### src/rtl/sparc_exu_ecl_tagcmp_pipe.sv
// ---------------------------------------------------------------------------
// sparc_exu_ecl_tagcmp_pipe
//
// Destination-tag tracking pipeline with multi-source compare for the EXU
// control logic. DEPTH in-flight destination tags (entry 0 = youngest) are
// held with valid bits. Each cycle, NSRC source tags are compared against
// every valid entry. The per-stage match vectors, a one-hot youngest-match
// select and a per-source hit flag are registered for bypass-mux selection
// and RAW-hazard detection.
//
// Ports:
//   clk        : clock, rising edge
//   arst_l     : asynchronous active-low reset
//   advance    : pipeline advances this cycle (0 = stall, entries hold)
//   flush      : invalidate every entry and zero the registered outputs
//   kill0      : invalidate the contents of entry 0 (squash the youngest)
//   dst_vld_in : new destination tag valid
//   dst_tag_in : new destination tag
//   src_vld    : per-source compare enable
//   src_tag    : source tags, source s at [s*TAG_W +: TAG_W]
//   match_vec  : bit [s*DEPTH+i] = source s hit entry i (registered)
//   byp_sel    : one-hot youngest match per source (registered)
//   hit        : OR of match_vec per source (registered)
// ---------------------------------------------------------------------------
module sparc_exu_ecl_tagcmp_pipe #(
  parameter int unsigned TAG_W        = 7,
  parameter int unsigned DEPTH        = 3,
  parameter int unsigned NSRC         = 3,
  parameter bit          ZERO_NOMATCH = 1'b1
) (
  input  logic                    clk,
  input  logic                    arst_l,
  input  logic                    advance,
  input  logic                    flush,
  input  logic                    kill0,
  input  logic                    dst_vld_in,
  input  logic [TAG_W-1:0]        dst_tag_in,
  input  logic [NSRC-1:0]         src_vld,
  input  logic [NSRC*TAG_W-1:0]   src_tag,
  output logic [NSRC*DEPTH-1:0]   match_vec,
  output logic [NSRC*DEPTH-1:0]   byp_sel,
  output logic [NSRC-1:0]         hit
);

  logic [DEPTH-1:0]      vld_q, vld_d;
  logic [TAG_W-1:0]      tag_q [DEPTH];
  logic [TAG_W-1:0]      tag_d [DEPTH];

  logic [NSRC*DEPTH-1:0] eq;
  logic [NSRC*DEPTH-1:0] sel;
  logic [NSRC-1:0]       hit_d;

  logic [NSRC*DEPTH-1:0] match_q, sel_q;
  logic [NSRC-1:0]       hit_q;

  // Entry next-state: flush beats advance, advance beats stall.
  always_comb begin
    vld_d = vld_q;
    tag_d = tag_q;
    if (flush) begin
      vld_d = '0;
    end else if (advance) begin
      vld_d[0] = dst_vld_in;
      tag_d[0] = dst_tag_in;
      for (int unsigned i = 1; i < DEPTH; i++) begin
        tag_d[i] = tag_q[i-1];
        // kill0 squashes the youngest as it moves into entry 1.
        if (i == 1) vld_d[i] = vld_q[0] & ~kill0;
        else        vld_d[i] = vld_q[i-1];
      end
    end else begin
      vld_d[0] = vld_q[0] & ~kill0;
    end
  end

  // Compare on pre-edge entry state; kill0 and advance do not affect it.
  always_comb begin
    logic [TAG_W-1:0] src_t;
    logic             src_zero;
    eq       = '0;
    src_t    = '0;
    src_zero = 1'b0;
    for (int unsigned s = 0; s < NSRC; s++) begin
      src_t    = src_tag[s*TAG_W +: TAG_W];
      src_zero = ~|src_t;
      for (int unsigned i = 0; i < DEPTH; i++) begin
        eq[s*DEPTH+i] = src_vld[s] & vld_q[i] & ~|(src_t ^ tag_q[i])
                        & ~(ZERO_NOMATCH & src_zero);
      end
    end
  end

  // Youngest (lowest-index) match select and hit per source.
  always_comb begin
    logic seen;
    seen  = 1'b0;
    sel   = '0;
    hit_d = '0;
    for (int unsigned s = 0; s < NSRC; s++) begin
      seen = 1'b0;
      for (int unsigned i = 0; i < DEPTH; i++) begin
        if (eq[s*DEPTH+i] && !seen) begin
          sel[s*DEPTH+i] = 1'b1;
          seen           = 1'b1;
        end
      end
      hit_d[s] = |eq[s*DEPTH +: DEPTH];
    end
  end

  always_ff @(posedge clk or negedge arst_l) begin
    if (!arst_l) begin
      vld_q <= '0;
    end else begin
      vld_q <= vld_d;
    end
  end

  // Tag contents are don't-care after reset; only valids are cleared.
  always_ff @(posedge clk) begin
    tag_q <= tag_d;
  end

  always_ff @(posedge clk or negedge arst_l) begin
    if (!arst_l) begin
      match_q <= '0;
      sel_q   <= '0;
      hit_q   <= '0;
    end else if (flush) begin
      match_q <= '0;
      sel_q   <= '0;
      hit_q   <= '0;
    end else begin
      match_q <= eq;
      sel_q   <= sel;
      hit_q   <= hit_d;
    end
  end

  assign match_vec = match_q;
  assign byp_sel   = sel_q;
  assign hit       = hit_q;

endmodule

### config.mk
export PLATFORM = sky130hd
export DESIGN_NAME = sparc_exu_ecl_tagcmp_pipe
export DESIGN_NICKNAME = d
export VERILOG_FILES = /design/src/rtl/sparc_exu_ecl_tagcmp_pipe.sv
export SDC_FILE = /design/constraint.sdc
export NUM_CORES = 1
export LEC_CHECK = 0
export CAP_MARGIN = 20
export CORE_ASPECT_RATIO = 0.5
export CORE_UTILIZATION = 44
export DETAILED_ROUTE_END_ITERATION = 16
export GPL_TIMING_DRIVEN = 1
export HOLD_SLACK_MARGIN = 0.03
export PLACE_DENSITY = 0.76
export SLEW_MARGIN = 40
export SYNTH_ARGS = -nofsm -noshare
export SYNTH_HDL_FRONTEND = slang
export SYNTH_SLANG_ARGS = --single-unit
### constraint.sdc
create_clock -name clk -period 1.89 [get_ports clk]
set_clock_uncertainty 0.2 [all_clocks]
set_input_delay 0.189 -clock clk [delete_from_list [all_inputs] [get_ports clk]]
set_output_delay 0.189 -clock clk [all_outputs]
set_load 0.02 [all_outputs]
==> Implementation_results.wiki <==
{| class="wikitable"
! Metric !! Value
|-
| Number of antenna-violating nets in the routed design || 0
|-
| Number of antenna violations at the first check in global routing || 0
|-
| Global-route usage over all layers || 23.2%
|-
| Combinational share of power || 17.8%
|-
| Most common cell after layout, fill and taps aside || sky130_fd_sc_hd__clkdlybuf4s50_1
|-
| Max rail drop VDD || 392 uV
|-
| Iteration count of the initial detailed-routing pass || 4
|-
| Main combinational cell family by area after synthesis || XOR/XNOR gates
|-
| Proportion of synthesized chip area in sequential cells || 52.5%
|-
| Sequential group share of total power || 52.1%
|-
| Count of port buffers added during placement || 57
|-
| Total number of nets in the final design || 313
|-
| Internal power contribution || 1.48 mW
|-
| Clock latency of the later-clocked register in the worst-skew pair || 290 ps
|-
| Synth Cell Area || 2200 um2
|-
| Vias || 1696
|-
| Chip Width || 102 um
|-
| # resized after CTS || 0
|-
| Cell type with the largest total area after synthesis || sky130_fd_sc_hd__edfxtp_1
|-
| CTS tree || done
|-
| Number of buffers inserted by hold repair at cts || 0
|-
| Die H || 52.0 um
|-
| Share of the synthesized area in the top cell type || 28.6%
|-
| Power Total || 1.95 mW
|-
| Aggregate global routing overflow || 0
|-
| DRC errors left || 0
|-
| Worst setup path startpoint || tag_q[9]
|-
| Std cell rows || 17
|-
| Highest attainable clock frequency || 543 MHz
|-
| Area added between synthesis and finish || 48.4%
|-
| Vias in the first global route || 1645
|-
| Synth cell types || 30
|-
| Critical path endpoint category || flip-flop
|-
| Routed wire length || 5.68 mm
|-
| Number of DRC markers after the initial detailed-route iteration || 94
|-
| Final number of hold-violating endpoints || 0
|-
| Worst flop-to-flop path startpoint || tag_q[9]
|-
| Run status || completed
|-
| Top library cells by usage in the layout, fill and taps aside || 57 x sky130_fd_sc_hd__clkdlybuf4s50_1, 42 x sky130_fd_sc_hd__buf_4, 34 x sky130_fd_sc_hd__xnor2_1, 29 x sky130_fd_sc_hd__xor2_1
|-
| Final Cell Area || 3270 um2
|-
| Max-capacitance violation count || 0
|-
| Effective utilization at floorplan || 47.9%
|-
| Gpl congestion || 0.956
|-
| Worst stage delay on the critical path || 480 ps
|-
| Synth warnings || 0
|-
| Min-Delay Path Class || input pin to async pin
|-
| Share of the synthesized area in compound gates (AO/OA/AOI/OAI) || 5.68%
|-
| Routed wirelength normalized by instance count || 16.6 um
|-
| Post-Syn Nets || 210
|-
| First-pass GRT wire length || 8.65 mm
|-
| Parity-gate share of the synthesized area counting xor and xnor cells || 25.1%
|-
| Clock-pin transition on the worst setup and hold timing paths || 80 ps
|-
| Data required time at the worst endpoint || 1910 ps
|-
| Setup repair after global routing missed its margin || yes
|-
| Share of total power in the clock network || 30.1%
|-
| Time the final worst path needs with I/O delays and setup || 1840 ps
|-
| Slowest cell on the critical path || sky130_fd_sc_hd__edfxtp_1
|-
| Worst slew pin tran || 395 ps
|-
| Number of pins exceeding their max-slew limit in the final report || 0
|-
| Final period utilization || 97.4%
|-
| WS Path Type || flip-flop to flip-flop
|-
| Maximum clock insertion buffer count || 2
|-
| Total CTS buffers || 5
|-
| Startpoint type of the worst setup path || flip-flop
|-
| Die area || 5310 um2
|-
| Power spent charging and discharging nets || 0.468 mW
|-
| Arrival time worst endpoint || 1860 ps
|-
| Number of instances in the synthesized netlist || 173
|-
| Number of H-tree levels || 2
|-
| Critical-path cell list || xor2_1 > nor4_1 > nand4_1 > a21o_1 > a21oi_1
|-
| Summed negative setup slack over all endpoints || 0 ps
|-
| Fraction of synthesized area in multiplexers || 0.455%
|-
| Post-synthesis share of cell area spent on full adders, half adders and majority gates || 0%
|-
| Area after DPL || 3170 um2
|-
| Diodes inserted || 0
|-
| Sw frac || 24.1%
|-
| Slew HR || 73.5%
|-
| Share of post-route cells with drive strength above 1 || 22.7%
|-
| Main area contributors after synthesis || sky130_fd_sc_hd__edfxtp_1 29%, sky130_fd_sc_hd__dfrtp_1 24%, sky130_fd_sc_hd__xnor2_1 14%, sky130_fd_sc_hd__xor2_1 12%, sky130_fd_sc_hd__o41ai_4 3.8%
|-
| Post-DR vias/cell || 4.94
|-
| R2R Setup Slk || 50 ps
|-
| Cell area power density || 596 nW/um2
|-
| CORE AREA || 4590 um2
|-
| Final setup violation count || 0
|-
| Clk root buf || sky130_fd_sc_hd__clkbuf_8
|-
| IO Count || 58
|-
| Maximum number of pins on one net before global-route repair || 22
|-
| Static Leakage || 1.29 nW
|-
| Mean area per synthesized cell || 12.7 um2
|-
| Post-place setup slack || -228 ps
|-
| Setup slack of the critical path after layout || 49.8 ps
|-
| Detailed placement HPWL || 4.63 mm
|-
| Clock sink count || 42
|-
| #FFs+latches synth || 42
|-
| Number of post-CTS setup repair buffers || 0
|-
| Post-synthesis share of cell area spent on and, or, nand and nor gates || 14.9%
|-
| Crit-path max FO || 3
|}
-- layout make-up --
class / count / area, um2
clock inverter: 2 / 11.3
sequential: 42 / 1160
timing repair buffer: 100 / 906
clock buffer: 6 / 82.6
multi-input combinational: 126 / 1020
inverter: 1 / 3.75
fill: 338 / 1330
tap: 66 / 82.6
-- kinds of logic after synthesis --
kind of cell    Yosys count
xor+xnor                 63
simple gates             52
flops                    42
compound gates           10
buf+inv                   5
mux                       1
-- state kept, by name (all words and copies together), names as in the netlist --
signal     count
hit            3
byp_sel        9
match_vec      6
tag_q         21
vld_q          3
-- final timing paths --
| kind | end | cells after the start |
|---|---|---|
| min reg2reg | tag_q[6] | 0 |
| max | hit[1] | 5 |
| max in group asynchronous | match_vec[1] | 2 |
| max reg2reg | hit[1] | 5 |
| min | hit[2] | 2 |
| min in group clk | tag_q[17] | 1 |
-- metrics by stage --
step	std cells	hold slack, ps	utilization, %
after floorplan	173	-307	-
after global placement	335	305	68.9
after detailed placement	335	309	68.9
after CTS	343	42.5	71.0
after global routing	343	62.0	71.1
final	343	36.8	71.1
-- cells in the mapped netlist --
| library cell | count |
|---|---|
| sky130_fd_sc_hd__a21o_1 | 1 |
| sky130_fd_sc_hd__a21oi_1 | 4 |
| sky130_fd_sc_hd__and2_1 | 1 |
| sky130_fd_sc_hd__and3_1 | 1 |
| sky130_fd_sc_hd__buf_4 | 3 |
| sky130_fd_sc_hd__clkbuf_1 | 1 |
| sky130_fd_sc_hd__dfrtp_1 | 21 |
| sky130_fd_sc_hd__edfxtp_1 | 21 |
| sky130_fd_sc_hd__inv_1 | 1 |
| sky130_fd_sc_hd__mux2i_1 | 1 |
| sky130_fd_sc_hd__nand2_1 | 2 |
| sky130_fd_sc_hd__nand2b_1 | 1 |
| sky130_fd_sc_hd__nand2b_4 | 1 |
| sky130_fd_sc_hd__nand3b_1 | 1 |
| sky130_fd_sc_hd__nand4_1 | 11 |
| sky130_fd_sc_hd__nor2_1 | 10 |
| sky130_fd_sc_hd__nor2_2 | 1 |
| sky130_fd_sc_hd__nor2b_1 | 3 |
| sky130_fd_sc_hd__nor3_1 | 1 |
| sky130_fd_sc_hd__nor3_2 | 2 |
| sky130_fd_sc_hd__nor3b_1 | 1 |
| sky130_fd_sc_hd__nor4_1 | 11 |
| sky130_fd_sc_hd__o21bai_1 | 1 |
| sky130_fd_sc_hd__o31ai_1 | 1 |
| sky130_fd_sc_hd__o41ai_4 | 3 |
| sky130_fd_sc_hd__or3_4 | 1 |
| sky130_fd_sc_hd__or4_1 | 2 |
| sky130_fd_sc_hd__or4_4 | 2 |
| sky130_fd_sc_hd__xnor2_1 | 34 |
| sky130_fd_sc_hd__xor2_1 | 29 |
-- critical path: cells and delay by family, from the launching register on --
family	cells	cell delay (ps)
compound gates	2	370
xor+xnor	1	180
flops	1	480
simple gates	2	550
-- per-layer routing --
| layer | GRT usage, % | wire [um] | up-vias |
|---|---|---|---|
| met2 | 35.7 | 2510 | 68 |
| met4 | 5.00 | 34 | 0 |
| met5 | 0 | 0 | - |
| li1 | - | - | 817 |
| met1 | 33.8 | 2610 | 807 |
| met3 | 4.57 | 530 | 4 |
-- power groups by stage --
| stage | Sequential (mW) | Combinational (mW) | Clock (mW) |
|---|---|---|---|
| after global placement | 1.03 | 0.336 | 0 |
| final | 1.01 | 0.346 | 0.587 |
| after global routing | 1.02 | 0.371 | 0.644 |
| after floorplan | 1.03 | 0.125 | 0 |
| after detailed placement | 1.03 | 0.344 | 0 |
| after CTS | 1.01 | 0.347 | 0.608 |
No activity file was read; power rests on OpenSTA's default activity.
